--- config.mk ---
export PLATFORM = sky130hd
export DESIGN_NAME = mem_arbiter
export DESIGN_NICKNAME = d
export VERILOG_FILES = /design/src/rtl/mem_arbiter.sv
export SDC_FILE = /design/constraint.sdc
export NUM_CORES = 1
export LEC_CHECK = 0
export CAP_MARGIN = 15
export CORE_AREA = 2 2 171 123
export CTS_BUF_LIST = sky130_fd_sc_hd__clkbuf_8 sky130_fd_sc_hd__clkbuf_16
export DETAILED_ROUTE_END_ITERATION = 6
export DIE_AREA = 0 0 173 125
export PLACE_DENSITY_LB_ADDON = 0.2
export SLEW_MARGIN = 20
export SYNTH_ARGS = -nofsm -noshare
export SYNTH_HDL_FRONTEND = slang
export SYNTH_SLANG_ARGS = --single-unit
--- constraint.sdc ---
create_clock -name clk_in -period 4.4 [get_ports clk_in]
set_input_delay 0.66 -clock clk_in [delete_from_list [all_inputs] [get_ports clk_in]]
set_output_delay 0.66 -clock clk_in [all_outputs]
set_load 0.01 [all_outputs]
--- src/rtl/mem_arbiter.sv ---
// Round-robin byte-serial arbiter between N_CH requesters and a byte-wide RAM/IO bus.
// Splits 1/2/4-byte accesses into little-endian byte transfers and stalls IO writes on a full UART.
module mem_arbiter #(
    parameter int N_CH   = 2,
    parameter int ADDR_W = 32
) (
    input  logic                   clk_in,
    input  logic                   rst_n_in,
    input  logic                   rdy_in,
    input  logic                   flush_in,
    input  logic [N_CH-1:0]        req_in,
    input  logic [N_CH-1:0]        we_in,
    input  logic [2*N_CH-1:0]      size_in,
    input  logic [ADDR_W*N_CH-1:0] addr_in,
    input  logic [32*N_CH-1:0]     wdata_in,
    output logic [N_CH-1:0]        gnt_out,
    output logic [N_CH-1:0]        done_out,
    output logic [31:0]            rdata_out,
    output logic                   busy_out,
    input  logic [7:0]             mem_din,
    output logic [7:0]             mem_dout,
    output logic [ADDR_W-1:0]      mem_a,
    output logic                   mem_wr,
    input  logic                   io_buffer_full
);

    localparam int CW = (N_CH > 1) ? $clog2(N_CH) : 1;

    typedef enum logic [1:0] {IDLE, READ, WRITE, IO_WAIT} state_t;

    state_t            r_state, w_state;
    logic [CW-1:0]     r_ptr, w_ptr, r_win, w_win, w_sel;
    logic [2:0]        r_n, w_n, r_k, w_k, w_k1;
    logic [ADDR_W-1:0] r_addr, w_addr, w_ka, r_mem_a, w_mem_a, w_addr_s;
    logic [31:0]       r_wdata, w_wdata, r_buf, w_buf, w_cap, r_rdata, w_rdata, w_wd_s;
    logic [N_CH-1:0]   r_gnt, w_gnt, r_done, w_done, w_sel_oh, w_win_oh;
    logic [7:0]        r_dout, w_dout;
    logic              r_wr, w_wr, w_found, w_we_s;
    logic [1:0]        w_size_s;

    function automatic logic [7:0] byte_of(input logic [31:0] d, input logic [2:0] i);
        case (i[1:0])
            2'd0:    return d[7:0];
            2'd1:    return d[15:8];
            2'd2:    return d[23:16];
            default: return d[31:24];
        endcase
    endfunction

    function automatic logic [31:0] set_byte(input logic [31:0] d, input logic [2:0] i,
                                             input logic [7:0] b);
        logic [31:0] t;
        t = d;
        case (i[1:0])
            2'd0:    t[7:0]   = b;
            2'd1:    t[15:8]  = b;
            2'd2:    t[23:16] = b;
            default: t[31:24] = b;
        endcase
        return t;
    endfunction

    function automatic logic is_io(input logic [ADDR_W-1:0] a);
        logic [ADDR_W+17:0] t;
        t = {18'd0, a};
        return t[17:16] == 2'b11;
    endfunction

    function automatic logic [2:0] size_n(input logic [1:0] s);
        case (s)
            2'd0:    return 3'd1;
            2'd1:    return 3'd2;
            default: return 3'd4;
        endcase
    endfunction

    // Round-robin pick: first requester at or after ptr, else wrap to the lowest one.
    always_comb begin
        w_found = 1'b0;
        w_sel   = '0;
        for (int i = 0; i < N_CH; i++) begin
            if (!w_found && req_in[i] && (CW'(i) >= r_ptr)) begin
                w_found = 1'b1;
                w_sel   = CW'(i);
            end
        end
        for (int i = 0; i < N_CH; i++) begin
            if (!w_found && req_in[i]) begin
                w_found = 1'b1;
                w_sel   = CW'(i);
            end
        end
    end

    // Mux out the selected channel's request fields and build one-hot vectors.
    always_comb begin
        w_we_s   = 1'b0;
        w_size_s = 2'd0;
        w_addr_s = '0;
        w_wd_s   = '0;
        w_sel_oh = '0;
        w_win_oh = '0;
        for (int i = 0; i < N_CH; i++) begin
            w_sel_oh[i] = (CW'(i) == w_sel);
            w_win_oh[i] = (CW'(i) == r_win);
            if (CW'(i) == w_sel) begin
                w_we_s   = we_in[i];
                w_size_s = size_in[2*i +: 2];
                w_addr_s = addr_in[ADDR_W*i +: ADDR_W];
                w_wd_s   = wdata_in[32*i +: 32];
            end
        end
    end

    assign w_k1  = r_k + 3'd1;
    assign w_ka  = r_addr + ADDR_W'(w_k1);
    assign w_cap = set_byte(r_buf, r_k - 3'd1, mem_din);

    // Next-state and registered-output logic for the sequencer.
    always_comb begin
        w_state = r_state;
        w_ptr   = r_ptr;
        w_win   = r_win;
        w_n     = r_n;
        w_k     = r_k;
        w_addr  = r_addr;
        w_wdata = r_wdata;
        w_buf   = r_buf;
        w_rdata = r_rdata;
        w_mem_a = r_mem_a;
        w_dout  = r_dout;
        w_wr    = r_wr;
        w_gnt   = '0;
        w_done  = '0;
        unique case (r_state)
            IDLE: begin
                if (w_found && !flush_in) begin
                    w_win   = w_sel;
                    w_ptr   = (w_sel == CW'(N_CH - 1)) ? '0 : w_sel + 1'b1;
                    w_gnt   = w_sel_oh;
                    w_n     = size_n(w_size_s);
                    w_k     = 3'd0;
                    w_addr  = w_addr_s;
                    w_wdata = w_wd_s;
                    w_buf   = '0;
                    w_mem_a = w_addr_s;
                    if (!w_we_s) begin
                        w_state = READ;
                    end else if (is_io(w_addr_s) && io_buffer_full) begin
                        w_state = IO_WAIT;
                        w_wr    = 1'b0;
                    end else begin
                        w_state = WRITE;
                        w_dout  = w_wd_s[7:0];
                        w_wr    = 1'b1;
                    end
                end
            end
            READ: begin
                if (flush_in) begin
                    w_state = IDLE;
                end else begin
                    w_k = w_k1;
                    if (w_k1 < r_n) w_mem_a = w_ka;
                    if (r_k != 3'd0) w_buf = w_cap;
                    if (r_k == r_n) begin
                        w_rdata = w_cap;
                        w_done  = w_win_oh;
                        w_state = IDLE;
                    end
                end
            end
            WRITE: begin
                if (w_k1 < r_n) begin
                    w_k     = w_k1;
                    w_mem_a = w_ka;
                    if (is_io(w_ka) && io_buffer_full) begin
                        w_wr    = 1'b0;
                        w_state = IO_WAIT;
                    end else begin
                        w_dout = byte_of(r_wdata, w_k1);
                        w_wr   = 1'b1;
                    end
                end else begin
                    w_wr    = 1'b0;
                    w_done  = w_win_oh;
                    w_state = IDLE;
                end
            end
            IO_WAIT: begin
                if (!io_buffer_full) begin
                    w_dout  = byte_of(r_wdata, r_k);
                    w_wr    = 1'b1;
                    w_state = WRITE;
                end
            end
        endcase
    end

    // State register; a low rdy_in freezes every register.
    always_ff @(posedge clk_in or negedge rst_n_in) begin
        if (!rst_n_in) begin
            r_state <= IDLE;
            r_ptr   <= '0;
            r_win   <= '0;
            r_n     <= 3'd0;
            r_k     <= 3'd0;
            r_addr  <= '0;
            r_wdata <= '0;
            r_buf   <= '0;
            r_rdata <= '0;
            r_mem_a <= '0;
            r_dout  <= '0;
            r_wr    <= 1'b0;
            r_gnt   <= '0;
            r_done  <= '0;
        end else if (rdy_in) begin
            r_state <= w_state;
            r_ptr   <= w_ptr;
            r_win   <= w_win;
            r_n     <= w_n;
            r_k     <= w_k;
            r_addr  <= w_addr;
            r_wdata <= w_wdata;
            r_buf   <= w_buf;
            r_rdata <= w_rdata;
            r_mem_a <= w_mem_a;
            r_dout  <= w_dout;
            r_wr    <= w_wr;
            r_gnt   <= w_gnt;
            r_done  <= w_done;
        end
    end

    assign gnt_out   = r_gnt;
    assign done_out  = r_done;
    assign rdata_out = r_rdata;
    assign busy_out  = (r_state != IDLE);
    assign mem_a     = r_mem_a;
    assign mem_dout  = r_dout;
    assign mem_wr    = r_wr & rdy_in;

endmodule

==> run_results.csv, run 1 <==
group,metric,value,unit
logic_synthesis,synth_area,10100,um2
logic_synthesis,yosys_most_used_dff,"dfrtp_1",
power_and_ir_drop,power_density,647,nW/um2
final_layout,fin_cells,1550,
setup_path,crit_path_end_kind,"flop",
logic_synthesis,synth_top_family_by_area,"compound AO/OA/AOI/OAI gates",
timing,min_period_over_period,81.3,%
floorplanning,rows,44,
logic_synthesis,ys_seq_area_share,45.5,%
logic_synthesis,synthMuxAreaShare,13.1,%
final_layout,area_delta_synth_final,30.1,%
logic_synthesis,ys_warn_count,0,
place,dpl-instance-area,12500,um2
power_and_ir_drop,p_leak,5.67,nW
timing,hold_violations,0,
timing,finalCriticalPeriod,3.58,ns
logic_synthesis,async_flop_share,100,%
floorplanning,dieHeight,125,um
timing,fin_setup_tns,0,ns
floorplanning,core_area,20100,um2
global_routing,grt_pass1_wl,43.0,mm
clock_network,clkSlewWorstSetupHoldPaths,0.08,ns
setup_path,start_kind,"flop",
place,gp_congestion,0.924,
logic_synthesis,synth-xor-area-share,2.26,%
global_routing,grt_pass1_vias,8205,
global_routing,grt_max_degree,121,
min_path,min_path_type,"primary input to asynchronous set/reset pin",
timing,hold_slack,0.316,ns
setup_path,r2r_setup_slack,0.82,ns
logic_synthesis,syn_inst,1088,
global_routing,grt.overflow.total,0,
final_layout,drive_above_1_share,6.91,%
logic_synthesis,ys_ff_latch,183,
final_layout,final_cell_mix,"225 x clkdlybuf4s50_1, 183 x dfrtp_1, 182 x nand2_1",
floorplanning,fp.dieW,173,um
clock_network,clk_latency,0.44,ns
final_layout,fill_cells,1696,
route,dr.pass1.iters,7,
timing,fmaxAchievable,0.280,GHz
setup_path,crit_fanout,8,
place,dp.cells,1518,
timing,grt_setup_unrepaired,"false",
setup_path,critPathTopFamily,"simple AND/OR/NAND/NOR gates",
logic_synthesis,synth.avg_cell_area,9.24,um2
run,drv_cap,0,
clock_network,post_cts_resized,0,
route,drt_iter0_markers,1056,
setup_path,required,4.72,ns
floorplanning,die-area,21600,um2
global_routing,grt_usage,24.4,%
clock_network,cts.sinks,183,
final_layout,final_common_cell,"clkdlybuf4s50_1",
status,violations,"DRC",
setup_path,worstSetupPathType,"flop to flop",
setup_path,path_cells,"ha_1, nand2b_1, nand2_1, ha_1, a21oi_1, or3_4, or3_4, a221oi_2, a2111o_1, mux2_4",
floorplanning,io_pins,227,
timing,skew,0.0156,ns
route,avgRoutedWirePerCell,16.8,um
floorplanning,initial_core_util,49.9,%
logic_synthesis,synth_compound_area_share,17.6,%
logic_synthesis,synth_adder_area_share,2.44,%
clock_network,cts-root-buf,"clkbuf_16",
setup_path,crit_buf_inv,0,
place,place_hpwl,18.3,mm
clock_network,hold_buffers,0,
route,ant_nets,0,
clock_network,htree_levels,4,
setup_path,cpMaxStageDelayCell,"a2111o_1",
route,drcViolationCount,6,
timing,setup_violations,0,
setup_path,critPathMaxStageDelay,0.51,ns
final_layout,num_antenna_cells,0,
clock_network,post_cts_buffers,0,
power_and_ir_drop,vdd_drop_max,369,uV
logic_synthesis,yosys.area_share.simple,13.9,%
final_layout,layout.nets,1429,
clock_network,numCtsBuffers,17,
clock_network,cts_tree,"yes",
clock_network,cts_max_path_buffers,2,
timing,tightest_slew,1.04,ns
route,via_per_inst,5.55,
global_routing,grt_antenna_before_repair,0,
final_layout,post-route-cell-area,13100,um2
logic_synthesis,synth_cell_type_count,54,
logic_synthesis,syn_nets,1256,
setup_path,cp.arrival,3.89,ns
timing,maxSlewHeadroom,30.8,%
timing,report.final.slew_viol_count,0,
status,status,"complete, but fails checks",
route,finalWirelength,26.1,mm
place,portBuffers,226,
logic_synthesis,synth_edf_count,0,
route,num_vias,8596,
==> power breakdown <==
part | leakage (nW) | total, mW | switching [mW] | internal [mW]
clock | 0.293 | 1.57 | 0.748 | 0.818
combinational | 3.02 | 3.93 | 2.07 | 1.86
sequential | 2.36 | 2.98 | 0.587 | 2.39
total | 5.67 | 8.47 | 3.40 | 5.07
==> state kept, by name, summed over array words and instances (netlist names), 2 cells and up <==
| signal | count |
|---|---|
| r_addr | 32 |
| mem_dout | 8 |
| done_out | 2 |
| r_buf | 32 |
| r_wdata | 32 |
| r_state | 2 |
| r_n | 3 |
| r_k | 3 |
| mem_a | 32 |
| gnt_out | 2 |
| rdata_out | 32 |
==> worst paths after layout <==
path	from	to	cells past startpoint
worst max register to register	r_k[1]	mem_dout[6]	10
max in group asynchronous	rst_n_in	r_addr[11]	2
worst min-delay path	rst_n_in	rdata_out[20]	1
worst min register to register	r_win	done_out[0]	1
min in group clk_in	r_win	done_out[0]	1
worst max-delay path	r_k[1]	mem_dout[6]	10
==> per-stage QoR <==
| stage | setup slack, ns | power, mW | utilization (%) |
|---|---|---|---|
| CTS | 0.811 | 8.50 | 64.9 |
| global route | 0.579 | 9.10 | 64.9 |
| detailed placement | 0.846 | 6.90 | 61.9 |
| global placement | 0.996 | 6.79 | 61.9 |
| floorplan | 1.01 | 5.40 | - |
| finish | 0.824 | 8.47 | 64.9 |
==> synthesized netlist by cell type, drive strengths merged, types with 18 or more instances <==
master	number	area share, %
nand2	183	6.8
o21ai	175	8.7
nand3	44	2.2
mux2	28	3.4
nor2	25	0.93
a22o	33	2.9
ha	18	2.2
mux2i	97	9.7
dfrtp	183	46
inv	49	1.8
a21oi	20	1.0
clkbuf	74	2.8
==> metal layers <==
metal / share of wire (%) / track usage [%] / up-vias
met3: 6.2 / 4.44 / 27
met5: 0 / 0 / -
met2: 44 / 36.3 / 305
met4: 1.5 / 7.13 / 0
li1: - / - / 4166
met1: 48 / 36.6 / 4098
==> cells by family (layout without fill, tap and decap cells) <==
family | Yosys count | count (layout)
mux | 125 | 125
fa+ha+maj | 19 | 19
xor+xnor | 26 | 26
flops | 183 | 183
buf+inv | 135 | 321
compound gates | 288 | 288
simple gates | 312 | 312
==> cell type report <==
type	instances	area, um2	area share [%]
repair buffers	240	2380	18.2
clock inverters	15	176	1.35
inverters	49	184	1.41
clock buffers	17	425	3.25
flip-flops and latches	183	4580	35.0
multi-input cells	770	4980	38.1
well taps	276	345	2.64
No activity file was read; power rests on OpenSTA's default activity.
==> inputs of run 2 (changes only) <==
Clock period 4.4 ns to 3.75 ns, I/O delays scaled along.
==> run_results.csv, run 2 (synthesis gave the netlist of run 1 again) <==
group,metric,value,unit
timing,fin_setup_tns,0,ns
setup_path,crit_fanout,8,
final_layout,area_delta_synth_final,30.3,%
setup_path,critPathMaxStageDelay,0.50,ns
global_routing,grt_max_degree,95,
floorplanning,core_area,20100,um2
global_routing,grt_pass1_vias,8017,
place,place_hpwl,18.5,mm
timing,fmaxAchievable,0.280,GHz
timing,skew,0.00990,ns
route,finalWirelength,26.0,mm
power_and_ir_drop,comb_power_share,46.7,%
clock_network,cts_max_path_buffers,2,
final_layout,final_cell_mix,"225 x clkdlybuf4s50_1, 183 x dfrtp_1, 182 x nand2_1",
global_routing,grt_pass1_wl,42.8,mm
place,gp_congestion,0.884,
power_and_ir_drop,seq_power_share,35.2,%
setup_path,cpMaxStageDelayCell,"a2111o_1",
final_layout,fin_util,65.0,%
setup_path,crit_path_end_kind,"flop",
floorplanning,fp.dieW,173,um
power_and_ir_drop,p_int,5.95,mW
setup_path,path_cells,"ha_1, nand2b_1, nand2_1, ha_1, a21oi_1, a211o_1, or3_1, a221oi_2, a2111o_1, mux2_4",
clock_network,htree_levels,4,
route,dr.pass1.iters,7,
setup_path,r2r_cells,10,
min_path,min_path_type,"primary input to asynchronous set/reset pin",
route,drcViolationCount,0,
floorplanning,die-area,21600,um2
status,status,"finished, final reports clean",
route,ant_nets,0,
setup_path,required,4.06,ns
clock_network,hold_buffers,0,
floorplanning,io_pins,227,
setup_path,r2r_end,"mem_dout[5]",
clock_network,clkSlewWorstSetupHoldPaths,0.08,ns
setup_path,cp.arrival,3.88,ns
route,avgRoutedWirePerCell,16.7,um
clock_network,post_cts_buffers,0,
clock_network,post_cts_resized,0,
final_layout,layout.nets,1432,
timing,report.final.slew_viol_count,0,
power_and_ir_drop,clockPowerShare,18.1,%
power_and_ir_drop,power_density,757,nW/um2
power_and_ir_drop,swShare,39.9,%
floorplanning,rows,44,
timing,hold_violations,0,
place,portBuffers,226,
global_routing,grt_antenna_before_repair,0,
final_layout,final_common_cell,"clkdlybuf4s50_1",
power_and_ir_drop,power_switching,3.96,mW
clock_network,cts.sinks,183,
setup_path,crit_buf_inv,0,
floorplanning,initial_core_util,49.9,%
route,via_per_inst,5.48,
timing,setup_violations,0,
route,drt_iter0_markers,848,
final_layout,num_antenna_cells,0,
timing,min_period_over_period,95.1,%
run,drv_cap,0,
setup_path,worstSetupPathType,"flop to flop",
power_and_ir_drop,p_leak,5.69,nW
timing,tightest_slew,1.06,ns
timing,grt_setup_unrepaired,"false",
power_and_ir_drop,vdd_drop_max,384,uV
setup_path,critPathTopFamily,"compound AO/OA/AOI/OAI gates",
timing,finalCriticalPeriod,3.57,ns
floorplanning,dieHeight,125,um
setup_path,rr_startpoint,"r_k[1]",
clock_network,cts_tree,"yes",
route,num_vias,8516,
final_layout,drive_above_1_share,7.13,%
global_routing,grt_usage,24.4,%
setup_path,worst_path_most_repeated_cell,"ha_1",
global_routing,grt.overflow.total,0,
timing,maxSlewHeadroom,29.1,%
clock_network,clk_latency,0.43,ns
clock_network,cts-root-buf,"clkbuf_16",
setup_path,r2r_setup_slack,0.18,ns
clock_network,numCtsBuffers,17,
setup_path,start_kind,"flop",
-- run 2: through the flow --
| stage | total power [mW] | cells | instance area (um2) | worst slack, ns | hold slack (ns) |
|---|---|---|---|---|---|
| floorplan | 6.34 | 1088 | 10100 | 0.358 | 0.267 |
| global placement | 7.98 | 1521 | 12500 | 0.372 | 0.456 |
| detailed placement | 8.14 | 1521 | 12500 | 0.219 | 0.466 |
| CTS | 9.95 | 1553 | 13100 | 0.198 | 0.222 |
| global route | 10.6 | 1553 | 13100 | 0.0233 | 0.240 |
| finish | 9.91 | 1553 | 13100 | 0.182 | 0.191 |
-- run 2: power by group through the flow --
stage / Combinational, mW / Clock (mW) / Sequential, mW
global placement: 4.50 / 0 / 3.48
global route: 5.13 / 1.91 / 3.61
floorplan: 2.83 / 0 / 3.50
detailed placement: 4.62 / 0 / 3.51
finish: 4.63 / 1.79 / 3.49
CTS: 4.65 / 1.82 / 3.48
-- run 2: worst max path at each step --
stage | from | to | slack (ns) | cells after the start
final | r_k[1] | mem_dout[5] | 0.18 | 10
after global routing | r_k[0] | mem_dout[5] | 0.02 | 9
after CTS | r_k[1] | mem_dout[5] | 0.20 | 10
after detailed placement | r_k[1] | mem_dout[5] | 0.22 | 10
after global placement | r_k[0] | mem_dout[2] | 0.37 | 9
after floorplan | r_k[1] | mem_dout[0] | 0.36 | 12
-- run 2: cell type report --
| cell class | count | area [um2] |
|---|---|---|
| inverters | 49 | 184 |
| clock buffers | 17 | 425 |
| clock inverters | 15 | 160 |
| repair buffers | 243 | 2420 |
| fillers | 1716 | 7050 |
| multi-input cells | 770 | 4980 |
| flip-flops and latches | 183 | 4580 |
| well taps | 276 | 345 |
-- run 2: layer usage --
layer	GRT usage, %	vias to the layer above	wire (um)	part of all wire (%)
met5	0	-	0	0
met4	5.73	0	365	1.4
met3	4.53	23	1460	5.6
met2	36.7	277	11500	44
met1	36.7	4048	12700	49
li1	-	4168	-	-
==> inputs of run 3 (changes only) <==
Clock period 3.75 ns to 3.8 ns, I/O delays scaled along.
==> run_results.csv, run 3 (synthesis gave the netlist of run 1 again) <==
group,metric,value,unit
status,status,"complete, but fails checks",
status,violations,"DRC",
floorplanning,die-area,21600,um2
timing,tightest_slew,1.03,ns
setup_path,path_cells,"inv_1, ha_1, ha_1, nand3_1, a211o_1, or3_1, a221oi_2, a2111o_1, mux2_4",
final_layout,area_delta_synth_final,30.8,%
clock_network,cts.sinks,183,
timing,fmaxAchievable,0.280,GHz
final_layout,drive_above_1_share,7.05,%
route,ant_nets,0,
global_routing,grt_max_degree,85,
floorplanning,fp.dieW,173,um
min_path,min_path_type,"primary input to asynchronous set/reset pin",
setup_path,cpMaxStageDelayCell,"a2111o_1",
final_layout,post-route-cell-area,13200,um2
setup_path,required,4.11,ns
global_routing,grt_antenna_before_repair,0,
setup_path,worstSetupPathType,"flop to flop",
route,drcViolationCount,13,
route,dr.pass1.iters,7,
route,avgRoutedWirePerCell,16.6,um
floorplanning,core_area,20100,um2
final_layout,final_common_cell,"clkdlybuf4s50_1",
floorplanning,rows,44,
global_routing,grt_usage,24.1,%
setup_path,crit_buf_inv,1,
timing,report.final.slew_viol_count,0,
clock_network,cts_tree,"yes",
clock_network,clkSlewWorstSetupHoldPaths,0.08,ns
place,place_hpwl,18.0,mm
timing,min_period_over_period,94.0,%
final_layout,final_cell_mix,"225 x clkdlybuf4s50_1, 183 x dfrtp_1, 182 x nand2_1",
clock_network,cts-root-buf,"clkbuf_16",
clock_network,post_cts_buffers,0,
global_routing,grt_pass1_vias,8083,
route,drt_iter0_markers,759,
setup_path,start_kind,"flop",
global_routing,grt_pass1_wl,42.2,mm
timing,hold_slack,0.171,ns
timing,setup_violations,0,
route,finalWirelength,25.8,mm
place,gp_congestion,0.885,
setup_path,crit_fanout,8,
clock_network,post_cts_resized,0,
floorplanning,initial_core_util,49.9,%
floorplanning,dieHeight,125,um
clock_network,clk_latency,0.43,ns
timing,grt_setup_unrepaired,"false",
run,drv_cap,0,
floorplanning,io_pins,227,
final_layout,num_antenna_cells,0,
final_layout,layout.nets,1431,
timing,fin_setup_tns,0,ns
timing,skew,0.00956,ns
timing,hold_violations,0,
setup_path,critPathMaxStageDelay,0.52,ns
clock_network,htree_levels,4,
timing,maxSlewHeadroom,31.1,%
route,via_per_inst,5.46,
setup_path,cp.arrival,3.88,ns
clock_network,numCtsBuffers,17,
clock_network,cts_max_path_buffers,2,
power_and_ir_drop,power_density,755,nW/um2
global_routing,grt.overflow.total,0,
timing,finalCriticalPeriod,3.57,ns
power_and_ir_drop,p_leak,5.70,nW
setup_path,crit_path_end_kind,"flop",
place,dpl-instance-area,12500,um2
route,num_vias,8479,
setup_path,worst_path_most_repeated_cell,"ha_1",
place,portBuffers,226,
setup_path,critPathTopFamily,"compound AO/OA/AOI/OAI gates",
clock_network,hold_buffers,0,
power_and_ir_drop,vdd_drop_max,399,uV
run 3: worst paths after layout:
check,to,startpoint,slack (ns),depth (start not counted)
hold reg to reg,mem_a[24],mem_a[24],0.48,2
max in group asynchronous,r_ptr,rst_n_in,2.70,2
setup reg to reg,mem_dout[3],r_k[0],0.23,9
setup / recovery,mem_dout[3],r_k[0],0.23,9
hold / removal,rdata_out[20],rst_n_in,0.17,1
min in group clk_in,mem_a[24],mem_a[24],0.48,2
run 3: cell type report:
| class | count | area (um2) |
|---|---|---|
| fill | 1619 | 7000 |
| multi-input combinational | 770 | 4980 |
| sequential | 183 | 4580 |
| timing repair buffer | 242 | 2420 |
| clock buffer | 17 | 425 |
| tap | 276 | 345 |
| clock inverter | 15 | 209 |
| inverter | 49 | 184 |
run 3: metrics by stage:
| step | cells | utilization (%) | setup WS (ns) | total power [mW] |
|---|---|---|---|---|
| after global routing | 1552 | 65.3 | 0.0270 | 10.7 |
| after floorplan | 1088 | - | 0.408 | 6.25 |
| after detailed placement | 1520 | 62.1 | 0.282 | 8.02 |
| after CTS | 1552 | 65.3 | 0.229 | 9.97 |
| final | 1552 | 65.3 | 0.229 | 9.93 |
| after global placement | 1520 | 62.1 | 0.416 | 7.88 |
run 3: worst reg2reg max path, stage by stage (launching register included):
cell	delay [ns]
dfrtp_1	0.47
inv_1	0.17
ha_1	0.41
ha_1	0.32
nand3_1	0.13
a211o_1	0.36
or3_1	0.37
a221oi_2	0.36
a2111o_1	0.52
mux2_4	0.35
run 3: routing by layer:
metal  track usage (%)  wire [um]  up-vias
met5                 0          0        -
met4              6.43        311        0
met3              4.47       1530       22
met2              36.5      11300      295
met1              35.8      12600     3981
li1                  -          -     4181
run 3: power by group:
group	internal [mW]	switching [mW]	total [mW]
Clock	1.07	0.840	1.91
Sequential	2.77	0.680	3.45
Combinational	2.18	2.40	4.57
Total	6.01	3.92	9.93
